[config.mk]
export PLATFORM = sky130hd
export DESIGN_NAME = propose_control_unit_flat
export DESIGN_NICKNAME = d
export VERILOG_FILES = /design/src/rtl/propose_pkg.sv /design/src/rtl/propose_control_unit_if.sv /design/src/rtl/stage_timer.sv /design/src/rtl/propose_control_unit.sv /design/src/flat_wrapper.sv
export SDC_FILE = /design/constraint.sdc
export NUM_CORES = 1
export LEC_CHECK = 0
export CAP_MARGIN = 30
export CORE_UTILIZATION = 44
export DETAILED_ROUTE_END_ITERATION = 16
export GPL_TIMING_DRIVEN = 1
export PLACE_DENSITY = 0.76
export SETUP_SLACK_MARGIN = 0.4
export SYNTH_ARGS = -nofsm -noshare
export SYNTH_HDL_FRONTEND = slang
export SYNTH_SLANG_ARGS = --single-unit
[constraint.sdc]
create_clock -name in_clock -period 1.8 [get_ports in_clock]
set_input_delay 0.54 -clock in_clock [delete_from_list [all_inputs] [get_ports in_clock]]
set_output_delay 0.54 -clock in_clock [all_outputs]
set_load 0.02 [all_outputs]
[src/rtl/propose_pkg.sv]
// Shared definitions for the proposal control FSM: state encoding, default
// stage constants and the state-to-stage-enable decode.
package propose_pkg;

   localparam int DEFAULT_IDX_W         = 2;
   localparam int DEFAULT_STAGE_TIMEOUT = 16;
   localparam int DEFAULT_RANDOM_CYCLES = 2;

   typedef enum logic [3:0] {
      ST_IDLE    = 4'd0,
      ST_BOOL    = 4'd1,
      ST_REDUCE  = 4'd2,
      ST_SELECT  = 4'd3,
      ST_DSIZES  = 4'd4,
      ST_RANDOM  = 4'd5,
      ST_DVALUES = 4'd6,
      ST_SAMPLE  = 4'd7,
      ST_DONE    = 4'd8
   } state_e;

   typedef struct packed {
      logic boolean_propose;
      logic reduce;
      logic select_segment;
      logic dsizes;
      logic random;
      logic dvalues;
      logic sampler;
   } stage_en_t;

   // Each working state owns exactly one datapath enable; IDLE and DONE own none.
   function automatic stage_en_t decode_enables(state_e s);
      stage_en_t en;
      en = '0;
      case (s)
         ST_BOOL:    en.boolean_propose = 1'b1;
         ST_REDUCE:  en.reduce          = 1'b1;
         ST_SELECT:  en.select_segment  = 1'b1;
         ST_DSIZES:  en.dsizes          = 1'b1;
         ST_RANDOM:  en.random          = 1'b1;
         ST_DVALUES: en.dvalues         = 1'b1;
         ST_SAMPLE:  en.sampler         = 1'b1;
         default:    en = '0;
      endcase
      return en;
   endfunction

endpackage

[src/rtl/propose_control_unit_if.sv]
// Request/handshake and stage-enable bundle between the proposal sequencer
// and whoever drives it; slave is the sequencer side.
interface propose_control_unit_if #(
   parameter int IDX_W = propose_pkg::DEFAULT_IDX_W
) ();

   logic             in_start;
   logic             in_abort;
   logic             in_variable_is_integer;
   logic [IDX_W-1:0] in_variable_index;
   logic             in_reduce_done;
   logic             in_sample_valid;

   logic             out_boolean_propose_enable;
   logic             out_reduce_enable;
   logic             out_select_segment_enable;
   logic             out_DiscreteVariablesSizes_enable;
   logic             out_random_enable;
   logic             out_DiscreteValuesTable_enable;
   logic             out_sampler_enable;
   logic [IDX_W-1:0] out_variable_index;
   logic             out_busy;
   logic             out_done;
   logic             out_timeout;

   modport master (
      output in_start, in_abort, in_variable_is_integer, in_variable_index,
             in_reduce_done, in_sample_valid,
      input  out_boolean_propose_enable, out_reduce_enable, out_select_segment_enable,
             out_DiscreteVariablesSizes_enable, out_random_enable,
             out_DiscreteValuesTable_enable, out_sampler_enable,
             out_variable_index, out_busy, out_done, out_timeout
   );

   modport slave (
      input  in_start, in_abort, in_variable_is_integer, in_variable_index,
             in_reduce_done, in_sample_valid,
      output out_boolean_propose_enable, out_reduce_enable, out_select_segment_enable,
             out_DiscreteVariablesSizes_enable, out_random_enable,
             out_DiscreteValuesTable_enable, out_sampler_enable,
             out_variable_index, out_busy, out_done, out_timeout
   );

endinterface

[src/rtl/stage_timer.sv]
// Saturating cycle counter for the handshake stages; expired flags the last
// cycle a stage may wait before the sequencer gives up.
module stage_timer import propose_pkg::*; #(
   parameter int STAGE_TIMEOUT = DEFAULT_STAGE_TIMEOUT
) (
   input  logic in_clock,
   input  logic in_reset,
   input  logic clear,
   input  logic enable,
   output logic expired
);

   localparam int TW = (STAGE_TIMEOUT > 1) ? $clog2(STAGE_TIMEOUT) : 1;
   localparam logic [TW-1:0] LAST = TW'(STAGE_TIMEOUT - 1);

   logic [TW-1:0] count_q, count_d;

   // Holds at LAST rather than wrapping, so a late handshake never restarts the wait.
   always_comb begin
      count_d = count_q;
      if (clear) begin
         count_d = '0;
      end else if (enable && (count_q != LAST)) begin
         count_d = count_q + 1'b1;
      end
   end

   always_ff @(posedge in_clock) begin
      if (!in_reset) begin
         count_q <= '0;
      end else begin
         count_q <= count_d;
      end
   end

   assign expired = enable && (count_q == LAST);

endmodule

[src/rtl/propose_control_unit.sv]
// Moore sequencer that walks one boolean or integer proposal through the
// datapath stages, with abort and per-stage handshake timeout.
module propose_control_unit import propose_pkg::*; #(
   parameter int MAX_BIT_WIDTH_OF_VARIABLES_INDEX = DEFAULT_IDX_W,
   parameter int STAGE_TIMEOUT                    = DEFAULT_STAGE_TIMEOUT,
   parameter int RANDOM_CYCLES                    = DEFAULT_RANDOM_CYCLES
) (
   input  logic                  in_clock,
   input  logic                  in_reset,
   propose_control_unit_if.slave bus
);

   localparam int IW = MAX_BIT_WIDTH_OF_VARIABLES_INDEX;
   localparam int RW = (RANDOM_CYCLES > 1) ? $clog2(RANDOM_CYCLES) : 1;
   localparam logic [RW-1:0] RND_LAST = RW'(RANDOM_CYCLES - 1);

   state_e          state_q, state_d;
   logic [IW-1:0]   idx_q, idx_d;
   logic            timeout_q, timeout_d;
   logic [RW-1:0]   rnd_cnt_q, rnd_cnt_d;
   logic            timer_en;
   logic            timer_expired;
   stage_en_t       stage_en;

   // The timer only runs while waiting on a handshake; any other state clears it.
   assign timer_en = (state_q == ST_REDUCE) || (state_q == ST_SAMPLE);

   stage_timer #(
      .STAGE_TIMEOUT(STAGE_TIMEOUT)
   ) u_stage_timer (
      .in_clock (in_clock),
      .in_reset (in_reset),
      .clear    (!timer_en),
      .enable   (timer_en),
      .expired  (timer_expired)
   );

   always_comb begin
      state_d   = state_q;
      idx_d     = idx_q;
      timeout_d = 1'b0;
      rnd_cnt_d = '0;
      if ((state_q != ST_IDLE) && bus.in_abort) begin
         state_d = ST_IDLE;
      end else begin
         case (state_q)
            ST_IDLE: begin
               if (bus.in_start) begin
                  idx_d   = bus.in_variable_index;
                  state_d = bus.in_variable_is_integer ? ST_REDUCE : ST_BOOL;
               end
            end
            ST_BOOL:    state_d = ST_DONE;
            // A handshake on the expiry cycle still counts as success.
            ST_REDUCE: begin
               if (bus.in_reduce_done) begin
                  state_d = ST_SELECT;
               end else if (timer_expired) begin
                  state_d   = ST_IDLE;
                  timeout_d = 1'b1;
               end
            end
            ST_SELECT:  state_d = ST_DSIZES;
            ST_DSIZES:  state_d = ST_RANDOM;
            ST_RANDOM: begin
               if (rnd_cnt_q == RND_LAST) begin
                  state_d = ST_DVALUES;
               end else begin
                  rnd_cnt_d = rnd_cnt_q + 1'b1;
               end
            end
            ST_DVALUES: state_d = ST_SAMPLE;
            ST_SAMPLE: begin
               if (bus.in_sample_valid) begin
                  state_d = ST_DONE;
               end else if (timer_expired) begin
                  state_d   = ST_IDLE;
                  timeout_d = 1'b1;
               end
            end
            ST_DONE:    state_d = ST_IDLE;
            default:    state_d = ST_IDLE;
         endcase
      end
   end

   always_ff @(posedge in_clock) begin
      if (!in_reset) begin
         state_q   <= ST_IDLE;
         idx_q     <= '0;
         timeout_q <= 1'b0;
         rnd_cnt_q <= '0;
      end else begin
         state_q   <= state_d;
         idx_q     <= idx_d;
         timeout_q <= timeout_d;
         rnd_cnt_q <= rnd_cnt_d;
      end
   end

   // Every output is a decode of registered state; timeout_q is the registered pulse.
   assign stage_en = decode_enables(state_q);

   assign bus.out_boolean_propose_enable        = stage_en.boolean_propose;
   assign bus.out_reduce_enable                 = stage_en.reduce;
   assign bus.out_select_segment_enable         = stage_en.select_segment;
   assign bus.out_DiscreteVariablesSizes_enable = stage_en.dsizes;
   assign bus.out_random_enable                 = stage_en.random;
   assign bus.out_DiscreteValuesTable_enable    = stage_en.dvalues;
   assign bus.out_sampler_enable                = stage_en.sampler;
   assign bus.out_variable_index                = idx_q;
   assign bus.out_busy                          = (state_q != ST_IDLE);
   assign bus.out_done                          = (state_q == ST_DONE);
   assign bus.out_timeout                       = timeout_q;

endmodule

[src/flat_wrapper.sv]
// flat-port wrapper written by rule: the top's interface ports become plain ports
module propose_control_unit_flat import propose_pkg::*;
#(
   parameter int MAX_BIT_WIDTH_OF_VARIABLES_INDEX = DEFAULT_IDX_W,
   parameter int STAGE_TIMEOUT                    = DEFAULT_STAGE_TIMEOUT,
   parameter int RANDOM_CYCLES                    = DEFAULT_RANDOM_CYCLES
)
  (in_clock, in_reset, bus_in_start, bus_in_abort, bus_in_variable_is_integer, bus_in_variable_index, bus_in_reduce_done, bus_in_sample_valid, bus_out_boolean_propose_enable, bus_out_reduce_enable, bus_out_select_segment_enable, bus_out_DiscreteVariablesSizes_enable, bus_out_random_enable, bus_out_DiscreteValuesTable_enable, bus_out_sampler_enable, bus_out_variable_index, bus_out_busy, bus_out_done, bus_out_timeout);
  propose_control_unit_if #(.IDX_W((2))) bus_i ();
  input  logic in_clock;
  input  logic in_reset;
  input wire logic [$bits(bus_i.in_start)-1:0] bus_in_start;
  input wire logic [$bits(bus_i.in_abort)-1:0] bus_in_abort;
  input wire logic [$bits(bus_i.in_variable_is_integer)-1:0] bus_in_variable_is_integer;
  input wire logic [$bits(bus_i.in_variable_index)-1:0] bus_in_variable_index;
  input wire logic [$bits(bus_i.in_reduce_done)-1:0] bus_in_reduce_done;
  input wire logic [$bits(bus_i.in_sample_valid)-1:0] bus_in_sample_valid;
  output wire logic [$bits(bus_i.out_boolean_propose_enable)-1:0] bus_out_boolean_propose_enable;
  output wire logic [$bits(bus_i.out_reduce_enable)-1:0] bus_out_reduce_enable;
  output wire logic [$bits(bus_i.out_select_segment_enable)-1:0] bus_out_select_segment_enable;
  output wire logic [$bits(bus_i.out_DiscreteVariablesSizes_enable)-1:0] bus_out_DiscreteVariablesSizes_enable;
  output wire logic [$bits(bus_i.out_random_enable)-1:0] bus_out_random_enable;
  output wire logic [$bits(bus_i.out_DiscreteValuesTable_enable)-1:0] bus_out_DiscreteValuesTable_enable;
  output wire logic [$bits(bus_i.out_sampler_enable)-1:0] bus_out_sampler_enable;
  output wire logic [$bits(bus_i.out_variable_index)-1:0] bus_out_variable_index;
  output wire logic [$bits(bus_i.out_busy)-1:0] bus_out_busy;
  output wire logic [$bits(bus_i.out_done)-1:0] bus_out_done;
  output wire logic [$bits(bus_i.out_timeout)-1:0] bus_out_timeout;
  assign bus_i.in_start = bus_in_start;
  assign bus_i.in_abort = bus_in_abort;
  assign bus_i.in_variable_is_integer = bus_in_variable_is_integer;
  assign bus_i.in_variable_index = bus_in_variable_index;
  assign bus_i.in_reduce_done = bus_in_reduce_done;
  assign bus_i.in_sample_valid = bus_in_sample_valid;
  assign bus_out_boolean_propose_enable = bus_i.out_boolean_propose_enable;
  assign bus_out_reduce_enable = bus_i.out_reduce_enable;
  assign bus_out_select_segment_enable = bus_i.out_select_segment_enable;
  assign bus_out_DiscreteVariablesSizes_enable = bus_i.out_DiscreteVariablesSizes_enable;
  assign bus_out_random_enable = bus_i.out_random_enable;
  assign bus_out_DiscreteValuesTable_enable = bus_i.out_DiscreteValuesTable_enable;
  assign bus_out_sampler_enable = bus_i.out_sampler_enable;
  assign bus_out_variable_index = bus_i.out_variable_index;
  assign bus_out_busy = bus_i.out_busy;
  assign bus_out_done = bus_i.out_done;
  assign bus_out_timeout = bus_i.out_timeout;
  propose_control_unit #(.MAX_BIT_WIDTH_OF_VARIABLES_INDEX(MAX_BIT_WIDTH_OF_VARIABLES_INDEX), .STAGE_TIMEOUT(STAGE_TIMEOUT), .RANDOM_CYCLES(RANDOM_CYCLES)) u_core (.in_clock(in_clock), .in_reset(in_reset), .bus(bus_i));
endmodule
==> qor.yml, run 1 <==
place:
  dpl_cell_area_um2: 1170
  gp_congestion: 0.761
  port_buffers: 20
  dp_slack_ps: -172
  dp_hpwl_mm: 1.61
synthesis:
  yosys_register_bits: 12
  synth_area_leaders: "dfxtp_1, nor3_1, nor2_1"
  synth_top_area_share_pct: 35.3
  yosysTopAreaCell: "dfxtp_1"
  async_flop_share_pct: 0
  synth_edf_count: 0
  synth_ff_type: "dfxtp_1"
  synth_area_per_cell_um2: 7.91
  synth_area_um2: 681
  yosysMostFrequentCell: "dfxtp_1"
  synth_warnings: 0
  ys_seq_area_share_pct: 35.3
  synth_common_cells: "dfxtp_1, nor2_1, nand2_1, nor3_1, a21oi_1"
  syn_nets: 96
  post_synth_num_cell_types: 32
  netlist_instances: 86
clock_tree:
  cts_made_buffers: 3
  postCtsSetupRepairBufs: 6
  cts_resized: 86
  htree_levels: 1
  cts.sinks: 12
  clock_path_buffers: 2
  cts_hold_buf: 0
  root_buffer: "clkbuf_4"
floorplanning:
  io_pins: 21
  start_util_pct: 49.8
  die_w_um: 41.3
  die_h_um: 41.3
  row_count: 13
run_status:
  tool.error: "[ERROR DPL-0033] detailed placement checks failed during check placement."
  haltStage: "4_1_cts"
  outcome: "aborted with a tool error"
==> metrics by stage <==
stage | std cells | hold WS, ps | utilization (%)
3_5_place_dp | 135 | 404 | 85.8
3_3_place_gp | 135 | 396 | 85.8
2_1_floorplan | 86 | 392 | -
==> kinds of logic after synthesis <==
logic type               share of synthesized area [%]
adder cells (fa/ha/maj)                           1.84
AO/OA/AOI/OAI                                     16.5
multiplexers                                      2.94
flip-flops                                        35.3
buffers and inverters                             5.51
XOR/XNOR                                          1.29
AND/OR/NAND/NOR                                   36.6
==> run 2, diff against run 1 <==
--- a/config.mk
+++ b/config.mk
@@ -6,11 +6,11 @@
 export NUM_CORES = 1
 export LEC_CHECK = 0
 export CAP_MARGIN = 30
-export CORE_UTILIZATION = 44
+export CORE_AREA = 2 2 63 65
 export DETAILED_ROUTE_END_ITERATION = 16
+export DIE_AREA = 0 0 65 67
 export GPL_TIMING_DRIVEN = 1
-export PLACE_DENSITY = 0.76
-export SETUP_SLACK_MARGIN = 0.4
+export PLACE_DENSITY_LB_ADDON = 0.15
 export SYNTH_ARGS = -nofsm -noshare
 export SYNTH_HDL_FRONTEND = slang
 export SYNTH_SLANG_ARGS = --single-unit
==> qor.yml, run 2 <==
run_status:
  outcome: "finished clean"
synthesis:
  async_flop_share_pct: 0
  yosysMostFrequentCell: "dfxtp_1"
  synth_warnings: 0
  ys_seq_area_share_pct: 35.3
  synth_common_cells: "dfxtp_1, nor2_1, nand2_1, nor3_1, a21oi_1"
  post_synth_num_cell_types: 32
  synth_area_per_cell_um2: 7.91
  synth_edf_count: 0
  syn_nets: 96
  netlist_instances: 86
  synth_ff_type: "dfxtp_1"
  synth_top_area_share_pct: 35.3
  yosys_register_bits: 12
  synth_area_um2: 681
  synth_area_leaders: "dfxtp_1, nor3_1, nor2_1"
  yosysTopAreaCell: "dfxtp_1"
floorplanning:
  start_util_pct: 18.9
  row_count: 22
  die_h_um: 67
  die_area_um2: 4360
  core_area_um2: 3610
  die_w_um: 65
  io_pins: 21
sta:
  fin_crit_sh_pct: 98.0
  max_clock_freq_ghz: 0.567
  finClkSkew_ps: 2.22
  drv_slew: 0
  tightestPinTransition_ps: 368
  maxSlewHeadroom_pct: 75.4
  finalCriticalPeriod_ps: 1760
  setup-violations-final: 0
  finalHoldViolations: 0
  rsz0062_at_grt: "true"
final_layout:
  fillers: 391
  layoutNonFillerInstCount: 171
  final_common_cell: "buf_4"
  drive_above_1_share_pct: 31.7
  fin_util_pct: 29.9
  syn2layout_area_growth_pct: 58.6
  multi_input_area_um2: 412
  nNetsFinal: 134
  insertedDiodeCount: 0
  seq_area_um2: 245
  layout_common_cells: "buf_4, clkdlybuf4s50_1, dfxtp_1, nor2_1, nor3_1"
routing:
  wl_met2_um: 733
  route.met3.wl_um: 65
  wirelength_mm: 1.80
  routed_via_density: 4.13
  first_iter_violations: 17
  drt-met1-wl_um: 963
  drc: 0
  dr.pass1.iters: 4
  ant_nets: 0
  num_vias: 707
  highest_layer: "met4"
  wire_per_inst_um: 10.5
grt:
  grt_max_degree: 9
  grt-ovfl-total: 0
  grt_pass1_wl_mm: 2.95
  grt_pass1_vias: 653
  antenna_found_initial: 0
  grt.total_usage_pct: 9.13
clock_tree:
  cts.sinks: 12
  clkSlewWorstSetupHoldPaths_ps: 60
  cts_tree: "done"
  cts_made_buffers: 3
  clock_path_buffers: 2
  cts_hold_buf: 0
  htree_levels: 1
  root_buffer: "clkbuf_8"
  clock_latency_ps: 240
place:
  post-place-cells: 166
  gp_congestion: 0.789
  dp_hpwl_mm: 1.47
  port_buffers: 20
run:
  max_cap_violations: 0
setup_path:
  critPathMaxStageDelay_ps: 340
  cp.depth: 4
  crit_path_start_kind: "flop"
  critPathBufInv: 3
  cp_slowest_cell: "dfxtp_2"
  endpoint_kind: "output pin"
  path_max_fanout: 5
  path_cells: "buf_4 > nor4_4 > inv_2 > buf_2"
  rr_worst_depth: 6
  crit_family: "buffers and inverters"
  cp.required_ps: 1260
  path_class: "reg2out"
  crit_arrival_ps: 1220
power:
  leakagePower_nw: 0.441
  power_mw: 1.39
  ir_drop_mv: 0.253
  p_per_area_nw_per_um2: 1290
worst_hold_path:
  hold_path_class: "reg2reg"
  whs_path_depth: 1
run 2: metal layers:
metal | track usage, % | vias up
li1 | - | 383
met1 | 11.9 | 310
met2 | 13.4 | 12
met3 | 1.69 | 2
met4 | 6.38 | 0
met5 | 0 | -
run 2: per-stage QoR:
stage               hold WS [ps]  setup slack [ps]  instance area [um2]  setup TNS [ps]
finish                       416              36.7                 1080               0
global route                 446             -64.6                 1080           -64.6
CTS                          418             0.689                 1100               0
detailed placement           410              -199                 1050           -1200
global placement             401              -175                 1050           -1130
floorplan                    392              58.4                  687               0
run 2: worst paths after layout:
check | start | endpoint | slack, ps
min reg2reg | u_core.rnd_cnt_q | u_core.rnd_cnt_q | 420
max | u_core.state_q[2] | bus_out_busy | 40
min | u_core.rnd_cnt_q | u_core.rnd_cnt_q | 420
max reg2reg | u_core.state_q[0] | u_core.state_q[1] | 300
run 2: logic make-up (layout without fill, tap and decap cells):
family | Yosys count | count (layout) | share of synthesized area (%)
fa+ha+maj | 1 | 1 | 1.84
compound gates | 18 | 18 | 16.5
buf+inv | 9 | 46 | 5.51
flops | 12 | 12 | 35.3
xor+xnor | 1 | 1 | 1.29
simple gates | 43 | 43 | 36.6
mux | 2 | 2 | 2.94
run 2: cell type report:
class / count / share of cell area (%)
Clock buffer: 4 / 5.10
Inverter: 5 / 1.74
Multi-Input combinational cell: 65 / 38.1
Sequential cell: 12 / 22.7
Tap cell: 48 / 5.56
Timing Repair Buffer: 37 / 26.8
run 2: power breakdown:
part           internal, mW  switching, mW  leakage [nW]
combinational         0.346          0.375         0.314
sequential            0.316         0.0550        0.0986
clock                 0.193          0.102        0.0288
run 2: what timing repair did:
item / CTS / global route
hold endpoints to repair: 0 / 0
buffers inserted: 0 / 1
pin swaps: 1 / 1
endpoints found under the setup margin: 9 / 9
gates resized for setup: 27 / 13
No activity file was read; power rests on OpenSTA's default activity.
